### config.mk
export PLATFORM = sky130hd
export DESIGN_NAME = rvh_l1d_credit_tracker
export DESIGN_NICKNAME = d
export VERILOG_FILES = /design/src/rtl/rvh_l1d_credit_tracker.sv
export SDC_FILE = /design/constraint.sdc
export NUM_CORES = 1
export LEC_CHECK = 0
export ABC_CLOCK_PERIOD_IN_PS = 4000
export CAP_MARGIN = 0
export CORE_AREA = 2 2 43 45
export CTS_BUF_LIST = sky130_fd_sc_hd__clkbuf_4
export CTS_CLUSTER_DIAMETER = 80
export DETAILED_ROUTE_END_ITERATION = 16
export DIE_AREA = 0 0 45 47
export PLACE_DENSITY_LB_ADDON = 0.05
export SLEW_MARGIN = 20
export SYNTH_ARGS = -nofsm -noshare
export SYNTH_HDL_FRONTEND = slang
export SYNTH_SLANG_ARGS = --single-unit
export TNS_END_PERCENT = 1
### constraint.sdc
create_clock -name clk -period 4 [get_ports clk]
set_input_delay 0.6 -clock clk [delete_from_list [all_inputs] [get_ports clk]]
set_output_delay 0.6 -clock clk [all_outputs]
set_load 0.03 [all_outputs]
### src/rtl/rvh_l1d_credit_tracker.sv
// Population count of a request/release mask.
// Latency: combinational.
// Backpressure: none; pure reduction.
module one_counter #(
    parameter int WIDTH = 4,
    parameter int CNT_W = $clog2(WIDTH + 1)
) (
    input  logic [WIDTH-1:0] vec,
    output logic [CNT_W-1:0] cnt
);

    always_comb begin
        cnt = '0;
        for (int i = 0; i < WIDTH; i++) begin
            cnt = cnt + CNT_W'(vec[i]);
        end
    end

endmodule

// Multi-lane free-entry credit tracker with a flush/drain sequencer.
// Latency: grants come from registered state; released credit is grantable 1 cycle later.
// Backpressure: per-lane alloc_rdy_o is a low-lane prefix of free credit, forced low while draining.
module rvh_l1d_credit_tracker #(
    parameter int ENTRY_NUM   = 8,
    parameter int ALLOC_WIDTH = 2,
    parameter int REL_WIDTH   = 4,
    localparam int CNT_W      = $clog2(ENTRY_NUM) + 1
) (
    input  logic                   clk,
    input  logic                   rst,
    input  logic [ALLOC_WIDTH-1:0] alloc_vld_i,
    output logic [ALLOC_WIDTH-1:0] alloc_rdy_o,
    input  logic [REL_WIDTH-1:0]   rel_vld_i,
    input  logic                   flush_req_i,
    output logic                   flush_done_o,
    output logic [CNT_W-1:0]       free_cnt_o,
    output logic [CNT_W-1:0]       used_cnt_o,
    output logic                   full_o,
    output logic                   empty_o,
    output logic                   err_o
);

    localparam int A_CW  = $clog2(ALLOC_WIDTH + 1);
    localparam int R_CW  = $clog2(REL_WIDTH + 1);
    // One guard bit above the wider operand so an over-release never wraps.
    localparam int SUM_W = ((CNT_W > R_CW) ? CNT_W : R_CW) + 1;

    typedef enum logic [1:0] {
        IDLE  = 2'd0,
        DRAIN = 2'd1,
        DONE  = 2'd2
    } state_t;

    state_t                 state_q;
    state_t                 state_d;
    logic [CNT_W-1:0]       free_cnt_q;
    logic [CNT_W-1:0]       free_next;
    logic                   err_q;
    logic [ALLOC_WIDTH-1:0] fire;
    logic [A_CW-1:0]        n_alloc;
    logic [R_CW-1:0]        n_rel;
    logic [SUM_W-1:0]       free_sum;
    logic                   over_rel;

    always_comb begin
        alloc_rdy_o = '0;
        for (int i = 0; i < ALLOC_WIDTH; i++) begin
            alloc_rdy_o[i] = (state_q == IDLE) && (CNT_W'(i) < free_cnt_q);
        end
    end

    assign fire = alloc_vld_i & alloc_rdy_o;

    one_counter #(.WIDTH(ALLOC_WIDTH), .CNT_W(A_CW)) u_alloc_cnt (
        .vec (fire),
        .cnt (n_alloc)
    );

    one_counter #(.WIDTH(REL_WIDTH), .CNT_W(R_CW)) u_rel_cnt (
        .vec (rel_vld_i),
        .cnt (n_rel)
    );

    // n_alloc never exceeds free_cnt_q because grants are capped by it.
    assign free_sum  = SUM_W'(free_cnt_q) + SUM_W'(n_rel) - SUM_W'(n_alloc);
    assign over_rel  = free_sum > SUM_W'(ENTRY_NUM);
    assign free_next = over_rel ? CNT_W'(ENTRY_NUM) : free_sum[CNT_W-1:0];

    always_comb begin
        state_d = state_q;
        case (state_q)
            IDLE:    if (flush_req_i) state_d = DRAIN;
            DRAIN:   if (free_cnt_q == CNT_W'(ENTRY_NUM)) state_d = DONE;
            DONE:    state_d = IDLE;
            default: state_d = IDLE;
        endcase
    end

    always_ff @(posedge clk or posedge rst) begin
        if (rst) begin
            state_q    <= IDLE;
            free_cnt_q <= CNT_W'(ENTRY_NUM);
            err_q      <= 1'b0;
        end else begin
            state_q    <= state_d;
            free_cnt_q <= free_next;
            if (over_rel) begin
                err_q <= 1'b1;
            end
        end
    end

    assign flush_done_o = (state_q == DONE);
    assign free_cnt_o   = free_cnt_q;
    assign used_cnt_o   = CNT_W'(ENTRY_NUM) - free_cnt_q;
    assign full_o       = (free_cnt_q == '0);
    assign empty_o      = (free_cnt_q == CNT_W'(ENTRY_NUM));
    assign err_o        = err_q;

endmodule

==> flow_metrics.py, run 1 <==
metrics = {
    "pwr": {
        "power_density_mw_per_mm2": 889,
        "power_uw": 812,
        "ir_drop_v": 0.000449,
        "leakage_uw": 0.000421,
    },
    "yosys": {
        "yosysTopAreaCellShare": 0.239,
        "syn_nets": 89,
        "yosys_warnings": 0,
        "ys_types": 23,
        "netlist_instances": 67,
        "netlist_area_sq_um": 629,
        "synth_seq_area_share": 0.280,
        "syn_area_per_cell_sq_um": 9.39,
        "yosysTopAreaCell": "dfrtp_1",
        "ys_ff_latch": 7,
        "synth.area.top_cells": "dfrtp_1 (24%), ha_1 (18%), fa_1 (13%), inv_1 (10%), xnor2_1 (5.6%)",
    },
    "outcome": {
        "status": "completed",
    },
    "layout": {
        "area_growth_syn_to_layout_pct": 45.1,
        "drive_gt1_frac": 0.120,
        "diodes": 0,
        "fin_util": 0.553,
        "nets": 115,
        "final_cells": 109,
        "nFillCells": 158,
    },
    "sta": {
        "timing.final.ws_setup_ps": 302,
        "rsz0062_at_grt": "false",
        "finalHoldViolCount": 0,
        "finalMaxSlewViolations": 0,
        "relSlewSlack": 0.773,
        "max_freq_mhz": 270,
        "finalSetupTns_ps": 0,
        "max_slew.worst_pin.slew_ps": 338,
        "clock_skew_ps": 4.27,
        "finalSetupViolCount": 0,
        "period_needed_ps": 3700,
        "post-route-period-util": 0.925,
    },
    "clock_network": {
        "hold_buffers": 0,
        "cts_root_buffer": "clkbuf_4",
        "cts_resized": 0,
        "htree_num_levels": 1,
        "clkTransAtPathRegs_ps": 50,
        "clkSinkCount": 7,
        "post_cts_buffers": 0,
        "cts_buffers": 3,
        "cts_tree": "built",
        "clk_path_buf_depth": 2,
        "clock_latency_ps": 240,
    },
    "critical_path": {
        "critPathLaunchType": "register",
        "critPathKind": "reg2reg",
        "critical_path_required_ps": 4130,
        "r2r_cells": 16,
        "critPathCaptureType": "register",
        "worst-path-max-fanout": 5,
        "cp.arrival_ps": 3820,
        "r2r-start": "free_cnt_o[1]$_DFF_PP0_",
        "regToRegEndpoint": "err_o$_DFFE_PP0N_",
        "rrSetupSlack_ps": 300,
    },
    "placed_design": {
        "dp_slack_ps": 222,
        "dp.cells": 105,
        "dp.final_hpwl_um": 1030,
        "gp_congestion": 0.748,
        "port_buffers": 22,
    },
    "drt": {
        "drt_iter0_drc": 4,
        "drc": 0,
        "wl_per_cell_um": 10.7,
        "dr_total_vias": 504,
        "antenna_left": 0,
        "via_per_inst": 4.62,
        "wl_um": 1170,
        "firstDrtPassIters": 4,
    },
    "floorplan": {
        "start_util": 0.381,
        "ios": 23,
        "die_width_um": 45,
        "die_area_sq_mm": 0.00212,
        "core_sq_mm": 0.00165,
        "fp-row-count": 15,
        "dieHeight_um": 47,
    },
    "hold_path": {
        "hold_start": "err_o$_DFFE_PP0N_",
        "hold_end": "err_o$_DFFE_PP0N_",
        "hold_class": "reg2reg",
        "min_path_cells": 1,
    },
    "grt": {
        "track_usage": 0.131,
        "grt_start_max_net_pins": 8,
        "grt-ovfl-total": 0,
        "antenna_found_initial": 0,
        "first_global_vias": 478,
        "grt_pass1_wl_um": 2010,
    },
    "run": {
        "drv_cap": 0,
    },
}
-- power breakdown --
group	switching (uW)	total [uW]	internal (uW)
sequential	33.9	132	98.2
combinational	338	612	274
clock	23.3	68.0	44.7
total	395	812	416
-- worst max-delay path, stage by stage (launching register included) --
cell and delay (ps):
dfrtp_2 390, inv_1 100, ha_1 230, and3_1 230
nor3_4 170, nand2_1 90, fa_1 490, inv_1 50
fa_1 450, inv_1 70, ha_1 160, inv_1 50
fa_1 380, nand2b_1 170, a21oi_2 130, xnor2_1 120
a211o_1 280
-- state kept, by name (all words and copies together) (netlist names) --
register	count
err_o	1
free_cnt_o	4
state_q	2
-- how the worst max path moves through the flow --
stage,start,end,slack [ps],cells past startpoint
2_1_floorplan,free_cnt_o[1]$_DFF_PP0_,err_o$_DFFE_PP0N_,0.4,16
3_3_place_gp,rel_vld_i[0],err_o$_DFFE_PP0N_,250,13
3_5_place_dp,rel_vld_i[0],err_o$_DFFE_PP0N_,220,13
4_1_cts,free_cnt_o[1]$_DFF_PP0_,err_o$_DFFE_PP0N_,250,16
5_1_grt,free_cnt_o[1]$_DFF_PP0_,err_o$_DFFE_PP0N_,20,16
6_report,free_cnt_o[1]$_DFF_PP0_,err_o$_DFFE_PP0N_,300,16
-- cells by family after synthesis --
kind of cell	Yosys count	synth area share
buf+inv	18	0.113
xor+xnor	5	0.0696
fa+ha+maj	13	0.306
compound gates	6	0.0795
flops	7	0.280
simple gates	18	0.151
-- stage by stage --
step	cell area [sq um]	hold WS, ps
final	913	462
after global routing	913	475
after CTS	913	467
after detailed placement	883	455
after global placement	883	457
after floorplan	649	403
-- cell usage in the layout, fill, tap and decap left out --
cell,instances
xor2_1,1
dfstp_2,1
nor3b_1,1
dfrtp_1,4
a311oi_2,1
and3_1,1
inv_1,17
a21o_1,1
a211o_1,1
a21oi_2,2
xnor2_1,4
nor4b_1,1
a211oi_1,1
ha_1,9
nor3_1,3
clkdlybuf4s50_1,22
nor2_1,4
fa_1,4
nand3b_1,1
nand2_1,3
nor2b_1,1
dfrtp_2,2
clkbuf_4,4
nand2b_1,1
or2_1,1
nor3_4,1
-- metal layers --
layer  global-route usage  routed length [um]
met1                0.181                 551
met2                0.203                 527
met3               0.0462                  90
met4               0.0176                   0
met5                    0                   0
-- final cells by class --
| type | count | area (sq um) | area share |
|---|---|---|---|
| inverters | 17 | 63.8 | 0.0699 |
| clock buffers | 4 | 30.0 | 0.0329 |
| repair buffers | 22 | 220 | 0.241 |
| flip-flops and latches | 7 | 179 | 0.196 |
| well taps | 17 | 21.3 | 0.0233 |
| multi-input cells | 42 | 399 | 0.437 |
-- cells in the mapped netlist --
| cell type | count |
|---|---|
| inv_1 | 17 |
| a21oi_2 | 2 |
| nor2b_1 | 1 |
| a211oi_1 | 1 |
| nand2b_1 | 1 |
| and3_1 | 1 |
| fa_1 | 4 |
| xor2_1 | 1 |
| a211o_1 | 1 |
| nor3_1 | 4 |
| dfstp_2 | 1 |
| nor4b_1 | 1 |
| or2_1 | 1 |
| a311oi_1 | 1 |
| nor3b_1 | 1 |
| dfrtp_1 | 6 |
| nand2_1 | 3 |
| nor2_1 | 4 |
| nand3b_1 | 1 |
| xnor2_1 | 4 |
| buf_4 | 1 |
| ha_1 | 9 |
| a21o_1 | 1 |
Power figures use the tool's default switching activity.
==> run 2: changes to the inputs <==
Settings changed: PLACE_DENSITY set to 0.7, PLACE_DENSITY_LB_ADDON 0.05 to unset.
==> run 2 against run 1 <==
  * Clock power decreased by 5.3%
  * Critical path depth unchanged
  * Cell count unchanged
  * Power increased by 0.51%
  * Global-route usage increased by 1.3 points
  * Clock skew about the same
  * Worst setup slack got worse by 5.3 ps
  * Worst hold slack improved by 17 ps
  * Clock-buffer cell count decreased by 1
  * Critical path type unchanged
  * Largest cell class unchanged
  * Highest routed layer is now met4
==> flow_metrics.py, run 2 (same netlist as run 1, synthesis figures left out) <==
metrics = {
    "clock_network": {
        "cts_root_buffer": "clkbuf_4",
        "cts_resized": 0,
        "clkSinkCount": 7,
        "htree_num_levels": 1,
        "clock_latency_ps": 250,
        "clkTransAtPathRegs_ps": 60,
        "cts_tree": "built",
        "cts_buffers": 3,
        "post_cts_buffers": 0,
        "hold_buffers": 0,
        "clk_path_buf_depth": 2,
    },
    "placed_design": {
        "dp.final_hpwl_um": 1060,
        "dp.cells": 105,
        "gp_congestion": 0.755,
        "port_buffers": 22,
    },
    "layout": {
        "diodes": 0,
        "drive_gt1_frac": 0.120,
        "final_cell_mix": "clkdlybuf4s50_1 (22), inv_1 (17), ha_1 (9)",
        "final_common_cell": "clkdlybuf4s50_1",
        "nets": 115,
        "largest_reg_flops": 4,
        "nFillCells": 160,
        "final_cells": 109,
        "area_growth_syn_to_layout_pct": 44.7,
    },
    "critical_path": {
        "cp.arrival_ps": 3840,
        "worst-path-buf-inv": 4,
        "slowest_stage": "fa_1",
        "worst-path-max-fanout": 5,
        "critPathCaptureType": "register",
        "critPathLaunchType": "register",
        "cpMostUsedCell": "inv_1",
        "cp_slowest_stage_delay_ps": 480,
        "critPathKind": "reg2reg",
        "critical_path_required_ps": 4140,
        "cp_top_family": "adder cells",
        "path_cells": "inv_1 > ha_1 > and3_1 > nor3_4 > nand2_1 > fa_1 > inv_1 > fa_1 > inv_1 > ha_1 > inv_1 > fa_1 > nand2b_1 > a21oi_2 > xnor2_1 > a211o_1",
    },
    "run": {
        "drv_cap": 0,
    },
    "grt": {
        "grt-ovfl-total": 0,
        "track_usage": 0.143,
        "grt_start_max_net_pins": 8,
        "antenna_found_initial": 0,
        "first_global_vias": 517,
        "grt_pass1_wl_um": 2080,
    },
    "drt": {
        "drc": 0,
        "wl_per_cell_um": 11.8,
        "wl_um": 1290,
        "dr_total_vias": 518,
        "antenna_left": 0,
        "firstDrtPassIters": 3,
        "drt_iter0_drc": 7,
        "via_per_inst": 4.75,
    },
    "floorplan": {
        "die_area_sq_mm": 0.00212,
        "ios": 23,
        "die_width_um": 45,
        "core_sq_mm": 0.00165,
        "fp-row-count": 15,
        "start_util": 0.381,
        "dieHeight_um": 47,
    },
    "sta": {
        "max_slew.worst_pin.slew_ps": 344,
        "clock_skew_ps": 3.98,
        "post-route-period-util": 0.926,
        "finalSetupViolCount": 0,
        "max_freq_mhz": 270,
        "relSlewSlack": 0.769,
        "fin_hold_ws_ps": 479,
        "finalHoldViolCount": 0,
        "finalSetupTns_ps": 0,
        "finalMaxSlewViolations": 0,
        "period_needed_ps": 3700,
        "rsz0062_at_grt": "false",
    },
    "pwr": {
        "leakage_uw": 0.000420,
        "power_density_mw_per_mm2": 896,
        "ir_drop_v": 0.000377,
    },
    "outcome": {
        "status": "completed",
    },
    "hold_path": {
        "hold_class": "reg2reg",
    },
}
[run 2: cell types whose count changed in the layout (fill, tap and decap cells not counted), sizes merged]
cell / previous run / this run
clkbuf: 4 / 3
clkinv: 0 / 1
[run 2: worst reg2reg max path, stage by stage (launching register included)]
cell and delay, ps:
dfrtp_2 390, inv_1 100, ha_1 230, and3_1 240, nor3_4 170, nand2_1 80, fa_1 480, inv_1 60
fa_1 460, inv_1 70, ha_1 170, inv_1 60, fa_1 380, nand2b_1 170, a21oi_2 130, xnor2_1 130
a211o_1 290
[run 2: final timing paths]
check	start	to	slack [ps]	cells after the start
setup / recovery	free_cnt_o[1]$_DFF_PP0_	err_o$_DFFE_PP0N_	300	16
hold / removal	err_o$_DFFE_PP0N_	err_o$_DFFE_PP0N_	480	1
setup reg to reg	free_cnt_o[1]$_DFF_PP0_	err_o$_DFFE_PP0N_	300	16
hold reg to reg	err_o$_DFFE_PP0N_	err_o$_DFFE_PP0N_	480	1
max in group asynchronous	rst	free_cnt_o[3]$_DFF_PP1_	3170	2
min in group asynchronous	rst	state_q[0]$_DFFE_PP0P_	570	2
[run 2: cell type report]
class,instances,area (sq um),area share
clock inverter,1,5.00,0.00549
timing repair buffer,22,220,0.242
tap,17,21.3,0.0234
multi-input combinational,42,399,0.438
inverter,17,63.8,0.0701
clock buffer,3,22.5,0.0247
sequential,7,179,0.196
[run 2: report_power, final]
part,switching [uW],internal [uW]
combinational,346,274
sequential,33.8,98.1
clock,27.8,36.6
[run 2: per-stage QoR]
step	worst slack, ps	instance area [sq um]	util	power [uW]
after CTS	272	911	0.552	828
after global placement	248	883	0.535	745
after floorplan	0.382	649	-	566
after global routing	113	911	0.552	889
after detailed placement	216	883	0.535	753
final	296	911	0.552	816
[run 2: per-layer routing]
metal	vias up	GRT usage	share of wire
met5	-	0	0
met4	0	0.100	0.021
met3	2	0.0385	0.036
met2	11	0.263	0.54
met1	243	0.140	0.40
li1	262	-	-
==> run 3: changes to the inputs <==
Settings changed: CELL_PAD_IN_SITES_DETAIL_PLACEMENT set to 1, CELL_PAD_IN_SITES_GLOBAL_PLACEMENT set to 1, DONT_BUFFER_PORTS set to 1, PLACE_DENSITY 0.7 to 0.66.
==> run 3 against run 2 <==
  * Maximum frequency up 0.56%
  * Non-clock buffer count down 15
  * Core utilization down 10 points
  * Critical path depth unchanged
  * Clock-buffer cell count up 1
  * Cell count down 14%
  * Critical path type unchanged
  * Highest routed layer is now met3
==> flow_metrics.py, run 3 (same netlist as run 1, synthesis figures left out) <==
metrics = {
    "layout": {
        "final_common_cell": "inv_1",
        "final_cell_mix": "inv_1 (17), ha_1 (9), buf_4 (7)",
        "seqCellArea_sq_um": 179,
        "area_growth_syn_to_layout_pct": 18.5,
        "diodes": 0,
        "drive_gt1_frac": 0.234,
        "nets": 100,
        "largest_reg_flops": 4,
        "nFillCells": 201,
        "multiInputGateArea_sq_um": 399,
    },
    "run": {
        "drv_cap": 0,
    },
    "grt": {
        "use_met2": 0.240,
        "grt-ovfl-total": 0,
        "track_usage": 0.149,
        "use_met1": 0.202,
        "busiest_layer": "met2",
        "first_global_vias": 475,
        "grt_start_max_net_pins": 8,
        "antenna_found_initial": 0,
        "met3_usage": 0.0269,
        "grt_pass1_wl_um": 2260,
    },
    "sta": {
        "max_slew.worst_pin.slew_ps": 688,
        "finalSetupTns_ps": 0,
        "finalMaxSlewViolations": 0,
        "clock_skew_ps": 5.79,
        "relSlewSlack": 0.538,
        "period_needed_ps": 3680,
        "finalSetupViolCount": 0,
        "post-route-period-util": 0.921,
        "max_freq_mhz": 272,
        "rsz0062_at_grt": "false",
        "finalHoldViolCount": 0,
    },
    "critical_path": {
        "cp_slowest_stage_delay_ps": 480,
        "worst-path-max-fanout": 5,
        "slowest_stage": "fa_1",
        "critPathCapture": "err_o$_DFFE_PP0N_",
        "r2r_cells": 16,
        "critPathCaptureType": "register",
        "cp-startpoint": "free_cnt_o[1]$_DFF_PP0_",
        "rrSetupSlack_ps": 320,
        "r2r-start": "free_cnt_o[1]$_DFF_PP0_",
        "critPathKind": "reg2reg",
        "critPathLaunchType": "register",
        "critical_path_required_ps": 4130,
        "cpMostUsedCell": "inv_1",
        "regToRegEndpoint": "err_o$_DFFE_PP0N_",
        "cp.arrival_ps": 3820,
        "path_cells": "inv_1 > ha_1 > and3_1 > nor3_4 > nand2_1 > fa_1 > inv_1 > fa_1 > inv_1 > ha_1 > inv_1 > fa_1 > nand2b_1 > a21oi_2 > xnor2_1 > a211o_1",
    },
    "floorplan": {
        "start_util": 0.381,
        "fp-row-count": 15,
        "die_width_um": 45,
        "dieHeight_um": 47,
        "die_area_sq_mm": 0.00212,
        "core_sq_mm": 0.00165,
        "ios": 23,
    },
    "drt": {
        "antenna_left": 0,
        "via_per_inst": 4.99,
        "wl_per_cell_um": 13.7,
        "dr_total_vias": 469,
        "drc": 0,
        "firstDrtPassIters": 2,
        "drt_iter0_drc": 4,
        "wl_um": 1290,
    },
    "hold_path": {
        "hold_class": "in2async",
    },
    "clock_network": {
        "htree_num_levels": 1,
        "cts_tree": "built",
        "clkSinkCount": 7,
        "clock_latency_ps": 250,
        "cts_resized": 0,
        "hold_buffers": 0,
        "cts_root_buffer": "clkbuf_4",
        "cts_buffers": 3,
        "post_cts_buffers": 0,
        "clkTransAtPathRegs_ps": 50,
        "clk_path_buf_depth": 2,
    },
    "placed_design": {
        "port_buffers": 0,
        "gp_congestion": 0.719,
        "dp.final_hpwl_um": 1150,
    },
    "outcome": {
        "status": "completed",
    },
}
## run 3: layer usage
layer / wire [um] / part of all wire
met5: 0 / 0
met3: 77 / 0.060
met1: 597 / 0.46
met4: 0 / 0
met2: 617 / 0.48
## run 3: worst min path at each step
stage	start	to	slack, ps	cells after the start
floorplan	rst	err_o$_DFFE_PP0N_	400	1
global placement	rst	state_q[0]$_DFFE_PP0P_	430	1
detailed placement	rst	free_cnt_o[2]$_DFF_PP0_	430	1
CTS	rst	free_cnt_o[2]$_DFF_PP0_	160	1
global route	rst	state_q[1]$_DFFE_PP0P_	180	1
finish	rst	free_cnt_o[2]$_DFF_PP0_	160	1
## run 3: layout make-up
class | instances | area share
tap | 17 | 0.0285
timing repair buffer | 7 | 0.0705
multi-input combinational | 42 | 0.535
inverter | 17 | 0.0856
clock buffer | 4 | 0.0403
sequential | 7 | 0.240
## run 3: through the flow
| step | setup slack (ps) | std cells | hold slack [ps] | util | area, sq um |
|---|---|---|---|---|---|
| finish | 317 | 94 | 163 | 0.452 | 746 |
| global route | 49.9 | 94 | 179 | 0.452 | 746 |
| CTS | 263 | 94 | 158 | 0.452 | 746 |
| detailed placement | 263 | 90 | 430 | 0.433 | 716 |
| global placement | 385 | 90 | 426 | 0.433 | 716 |
| floorplan | 0.382 | 67 | 403 | - | 649 |
## run 3: worst max-delay path, delay by kind of cell (launching register included)
kind	cells	cell delay [ps]
compound gates	2	430
flops	1	350
buf+inv	4	270
fa+ha+maj	5	1710
xor+xnor	1	140
simple gates	4	660
Power of run 3 is left out: the tool's default activity adds up to more than one toggle a clock period on the data nets, which glitch-free logic cannot reach.
